--- src/rtl/dfc_param.sv ---
// rtl/dfc_param.sv - parametrised data-flow controller: sample buffer with streamed pair results
//
// Purpose:
//   Loads DEPTH samples of DATA_W bits, then streams PAIRS = DEPTH/2 results,
//   where pair k = f(sample k, sample k+PAIRS). Results come out in ascending k
//   (FIFO) or descending k (LIFO) order. The pair operation is chosen per
//   output command. Commands arriving while busy are dropped.
//
// Optional feature macro: DFC_ERR_EN (adds the err output).
//
// Ports:
//   clk           in   clock, rising edge
//   reset         in   asynchronous active-high reset
//   datain        in   [DATA_W-1:0] sample data, captured during LOAD
//   cmd           in   [1:0] 00 LOAD, 01 FIFO out, 10 LIFO out, 11 CLEAR
//   cmd_valid     in   command strobe
//   op            in   [1:0] 00 add, 01 sub, 10 max, 11 absdiff (latched with FIFO/LIFO)
//   dataout       out  [DATA_W:0] result, 0 when output_valid=0
//   output_valid  out  dataout qualifier
//   busy          out  1 = commands are ignored
//   err           out  (DFC_ERR_EN only) one-cycle pulse on a rejected or dropped command

module dfc_param #(
  parameter int DATA_W = 8,
  parameter int DEPTH  = 8
) (
  input  logic              clk,
  input  logic              reset,
  input  logic [DATA_W-1:0] datain,
  input  logic [1:0]        cmd,
  input  logic              cmd_valid,
  input  logic [1:0]        op,
  output logic [DATA_W:0]   dataout,
  output logic              output_valid,
  output logic              busy
`ifdef DFC_ERR_EN
  ,
  output logic              err
`endif
);

  localparam int PAIRS = DEPTH / 2;
  localparam int CW    = $clog2(DEPTH) + 1;
  localparam int IW    = $clog2(DEPTH);

  typedef enum logic [1:0] {
    S_IDLE  = 2'd0,
    S_LOAD  = 2'd1,
    S_OUT   = 2'd2,
    S_CLEAR = 2'd3
  } state_t;

  state_t            state_q, state_d;
  logic [DATA_W-1:0] mem_q [DEPTH];
  logic [DATA_W-1:0] mem_d [DEPTH];
  logic              loaded_q, loaded_d;
  logic [CW-1:0]     cnt_q, cnt_d;
  logic [1:0]        op_q, op_d;
  logic              lifo_q, lifo_d;
  logic [DATA_W:0]   dout_q, dout_d;
  logic              valid_q, valid_d;
  logic              busy_q, busy_d;
`ifdef DFC_ERR_EN
  logic              err_q, err_d;
`endif

  // Result selection for the cycle being registered.
  logic              emit;
  logic [1:0]        emit_op;
  logic              emit_lifo;
  logic [IW-1:0]     emit_idx;
  logic [IW-1:0]     k_a;
  logic [IW-1:0]     k_b;

  function automatic logic [DATA_W:0] pair_op(input logic [DATA_W-1:0] a,
                                              input logic [DATA_W-1:0] b,
                                              input logic [1:0]        sel);
    logic [DATA_W:0] ae;
    logic [DATA_W:0] be;
    ae = {1'b0, a};
    be = {1'b0, b};
    case (sel)
      2'b00:   return ae + be;
      2'b01:   return ae - be;
      2'b10:   return (a > b) ? ae : be;
      default: return (a > b) ? (ae - be) : (be - ae);
    endcase
  endfunction

  always_comb begin
    state_d   = state_q;
    mem_d     = mem_q;
    loaded_d  = loaded_q;
    cnt_d     = cnt_q;
    op_d      = op_q;
    lifo_d    = lifo_q;
    dout_d    = '0;
    valid_d   = 1'b0;
    busy_d    = busy_q;
    emit      = 1'b0;
    emit_op   = op_q;
    emit_lifo = lifo_q;
    emit_idx  = cnt_q[IW-1:0];
`ifdef DFC_ERR_EN
    err_d     = 1'b0;
`endif

    case (state_q)
      S_IDLE: begin
        if (cmd_valid) begin
          case (cmd)
            2'b00: begin
              state_d = S_LOAD;
              cnt_d   = '0;
              busy_d  = 1'b1;
            end
            2'b01, 2'b10: begin
              if (loaded_q) begin
                // The first result is produced straight from the command
                // inputs so it is visible in the cycle after acceptance.
                state_d   = S_OUT;
                op_d      = op;
                lifo_d    = cmd[1];
                emit      = 1'b1;
                emit_op   = op;
                emit_lifo = cmd[1];
                emit_idx  = '0;
                cnt_d     = CW'(1);
                busy_d    = 1'b1;
              end else begin
`ifdef DFC_ERR_EN
                err_d = 1'b1;
`endif
              end
            end
            default: begin
              state_d = S_CLEAR;
              busy_d  = 1'b1;
            end
          endcase
        end
      end

      S_LOAD: begin
        mem_d[cnt_q[IW-1:0]] = datain;
        if (cnt_q == CW'(DEPTH - 1)) begin
          state_d  = S_IDLE;
          busy_d   = 1'b0;
          loaded_d = 1'b1;
          cnt_d    = '0;
        end else begin
          cnt_d = cnt_q + CW'(1);
        end
`ifdef DFC_ERR_EN
        err_d = cmd_valid;
`endif
      end

      S_OUT: begin
        // cnt_q counts results already emitted; once all are out, this
        // cycle is the last busy one.
        if (cnt_q == CW'(PAIRS)) begin
          state_d = S_IDLE;
          busy_d  = 1'b0;
          cnt_d   = '0;
        end else begin
          emit  = 1'b1;
          cnt_d = cnt_q + CW'(1);
        end
`ifdef DFC_ERR_EN
        err_d = cmd_valid;
`endif
      end

      default: begin
        for (int i = 0; i < DEPTH; i++) begin
          mem_d[i] = '0;
        end
        loaded_d = 1'b0;
        state_d  = S_IDLE;
        busy_d   = 1'b0;
`ifdef DFC_ERR_EN
        err_d = cmd_valid;
`endif
      end
    endcase

    k_a = emit_lifo ? (IW'(PAIRS - 1) - emit_idx) : emit_idx;
    k_b = k_a + IW'(PAIRS);
    if (emit) begin
      dout_d  = pair_op(mem_q[k_a], mem_q[k_b], emit_op);
      valid_d = 1'b1;
    end
  end

  always_ff @(posedge clk or posedge reset) begin
    if (reset) begin
      state_q  <= S_IDLE;
      for (int i = 0; i < DEPTH; i++) begin
        mem_q[i] <= '0;
      end
      loaded_q <= 1'b0;
      cnt_q    <= '0;
      op_q     <= '0;
      lifo_q   <= 1'b0;
      dout_q   <= '0;
      valid_q  <= 1'b0;
      busy_q   <= 1'b0;
`ifdef DFC_ERR_EN
      err_q    <= 1'b0;
`endif
    end else begin
      state_q  <= state_d;
      mem_q    <= mem_d;
      loaded_q <= loaded_d;
      cnt_q    <= cnt_d;
      op_q     <= op_d;
      lifo_q   <= lifo_d;
      dout_q   <= dout_d;
      valid_q  <= valid_d;
      busy_q   <= busy_d;
`ifdef DFC_ERR_EN
      err_q    <= err_d;
`endif
    end
  end

  assign dataout      = dout_q;
  assign output_valid = valid_q;
  assign busy         = busy_q;
`ifdef DFC_ERR_EN
  assign err          = err_q;
`endif

endmodule

--- config.mk ---
export PLATFORM = sky130hd
export DESIGN_NAME = dfc_param
export DESIGN_NICKNAME = d
export VERILOG_FILES = /design/src/rtl/dfc_param.sv
export SDC_FILE = /design/constraint.sdc
export NUM_CORES = 1
export LEC_CHECK = 0
export CAP_MARGIN = 20
export CORE_AREA = 10 10 117 119
export CTS_CLUSTER_SIZE = 28
export DETAILED_ROUTE_END_ITERATION = 6
export DIE_AREA = 0 0 127 129
export PLACE_DENSITY = 0.76
export SLEW_MARGIN = 20
export SYNTH_ARGS = -nofsm -noshare
export SYNTH_HDL_FRONTEND = slang
export SYNTH_SLANG_ARGS = --single-unit
--- constraint.sdc ---
create_clock -name clk -period 12.46 [get_ports clk]
set_clock_uncertainty 0.05 [all_clocks]
set_input_delay 1.246 -clock clk [delete_from_list [all_inputs] [get_ports clk]]
set_output_delay 1.246 -clock clk [all_outputs]
set_load 0.005 [all_outputs]
==> out/results.txt <==
row count: 39
CTS Sinks: 85
cts hold-fix bufs: 0
Worst EP required: 12.61 ns
TNS Setup: 0 ns
hpwl dp: 9520 um
Non-Filler Instances: 734
Hold WS: 0.453 ns
Initial Utilization: 48.6%
via count: 4536
flops & latches, synth: 85
H-tree depth: 3
Lkg Pwr: 2.89 nW
wire length per cell: 18.6 um
area grow syn2layout: 11.9%
Final Wtd Congestion: 0.947
Post-synth EDFFs: 0
DRC: 0
CTS resizes: 0
RSZ-0062 raised after global routing: false
number of vias per cell: 6.18
# diodes: 0
Inserted Clock Buffers: 9
Synth cell types: 51
clock power share: 20.7%
post-detailed-route count of antenna-violating nets: 0
CTS max path bufs: 2
Final setup viols: 0
Clock Tree Root: clkbuf_16
clock latency on the worst-skew pair: 0.34 ns
Fin. Hold Viols: 0
Crit. End Element: flop
max frequency: 158 MHz
Clk pin slew, worst setup/hold paths: 0.06 ns
max_cap viols: 0
core area: 11300 um2
Flop pwr share: 25.0%
async set or reset register ratio after synthesis: 100%
1st-iter DRT viols: 389
min cycle time layout: 6.34 ns
Overall Global Routing Usage: 16.9%
Layout Nets: 637
gr ovfl total: 0
vias in the first global route: 4432
Die W: 127 um
Psw: 581 uW
Logic pwr share: 54.3%
Slew headroom: 39.3%
Mean Syn Cell Area: 9.48 um2
Primary FF master, synth: dfrtp_1
Sw Ratio: 44.2%
DR pass1 iterations: 5
Least-Margin Pin Slew: 0.908 ns
Yosys warning count: 0
fin. max-slew vios: 0
Hold Crit Class: flop to flop
Post-Syn Instances: 580
internal power: 734 uW
global-route wire length before repair: 22800 um
CTS tree: built
IO buf count: 25
Pwr Density: 214 nW/um2
Crit Path Max Fanout: 30
outcome: completed
VDD IR max: 0.132 mV
layout cell share with drive strength beyond 1: 8.80%
postcts setup bufs: 0
Data arrival, critical path: 6.49 ns
Period Utilization, post-route: 50.9%
Die ar.: 16400 um2
most frequent cells in the layout: dfrtp_1 (85), o21ai_0 (80), nand3_1 (72)
initial antenna violation count: 0
critical path class: primary input to flop
Die Span Y: 129 um
most common cell after layout, fill and taps aside: dfrtp_1
io pins: 26
sequential area share after synthesis: 38.7%
Post-Syn Area: 5500 um2
total wire length: 13700 um
CP startpoint kind: primary input
placed insts: 719
largest net degree at the start of global routing: 86
Mapped Nets: 630
flip-flops by register name, summed over array words and instances (netlist names), 2 cells and up:
register  count
cnt_q         4
mem_q        64
dataout       9
state_q       2
op_q          2
logic make-up (layout without fill, tap and decap cells):
group	count (synthesis)	count (layout)	synth area share (%)
AOI/OAI and AO/OA	155	155	16.9
xor gates and xnor gates	8	8	1.27
adders and majority gates	35	35	8.38
buffers and inverters	75	86	5.42
DFF	85	85	38.7
muxes	62	62	15.1
and+or+nand+nor	160	160	14.3
per-stage QoR:
step                util [%]  worst slack [ns]  total power [mW]  area, um2
floorplan                  -              7.07             0.876       5500
global placement        51.6              6.02              1.03       5850
detailed placement      51.6              5.93              1.04       5850
CTS                     54.3              6.26              1.31       6140
global route            54.3              5.81              1.40       6150
finish                  54.3              6.12              1.31       6150
metal layers:
| layer | GRT usage [%] | up-vias | share of wire [%] |
|---|---|---|---|
| met3 | 2.92 | 28 | 4.4 |
| met4 | 5.56 | 0 | 2.1 |
| met5 | 0 | - | 0 |
| met2 | 27.8 | 141 | 48 |
| met1 | 22.1 | 2260 | 46 |
| li1 | - | 2107 | - |
cell usage after synthesis (all sizes together), types with 2 or more instances:
cell type  count  area (um2)
buf           14        68.8
ha            32         400
a21oi         15        75.1
or4            3        22.5
a31oi         10        62.6
xor2           4        35.0
o21ai         80         400
clkbuf        22        82.6
xnor2          4        35.0
o21a           5        37.5
a21o           3        22.5
nor3           8        40.0
inv           39         146
o22ai          5        31.3
fa             3        60.1
o31a           2        17.5
nand3         72         360
nand2         41         154
dfrtp         85        2130
mux2i         43         434
a211oi        11        82.6
nor2b          7        43.8
o21bai         5        37.5
nor2          15        56.3
nand2b         6        37.5
o211ai         7        52.6
mux2           3        33.8
mux4          16         360
or3            2        12.5
worst max-delay path: stages:
cell and delay [ns]:
clkdlybuf4s50_1 0.57, inv_1 0.11, ha_1 0.37, nand4_4 0.24, mux2i_4 0.23, buf_4 0.45, mux2i_1 0.33, mux4_2 0.31
inv_1 0.07, ha_1 0.46, inv_1 0.20, o221a_2 0.33, o22a_1 0.25, a21oi_1 0.25, buf_4 0.28, mux2i_1 0.26
xor2_1 0.09, a211oi_1 0.41
area by class of cell:
| class | count | area [um2] |
|---|---|---|
| clock inverters | 6 | 71.3 |
| inverters | 39 | 148 |
| clock buffers | 9 | 225 |
| repair buffers | 32 | 307 |
| multi-input cells | 420 | 3090 |
| well taps | 143 | 179 |
| fillers | 1013 | 5170 |
| flip-flops and latches | 85 | 2130 |
power by group through the flow:
stage / clock network (mW) / registers [mW] / logic, mW
2_1_floorplan: 0 / 0.322 / 0.554
3_3_place_gp: 0 / 0.331 / 0.701
3_5_place_dp: 0 / 0.333 / 0.704
4_1_cts: 0.275 / 0.328 / 0.705
5_1_grt: 0.286 / 0.332 / 0.779
6_report: 0.273 / 0.328 / 0.714
final timing paths:
path                            start          to  slack, ns  depth (start not counted)
max reg2reg                state_q[0]  dataout[2]       7.07                         17
max in group asynchronous       reset   mem_q[28]      10.42                          3
max                            cmd[1]  dataout[2]       6.12                         18
min in group asynchronous       reset    loaded_q       1.35                          3
min                         mem_q[16]   mem_q[16]       0.45                          2
min reg2reg                 mem_q[16]   mem_q[16]       0.45                          2
(Power assumes the default switching activity.)
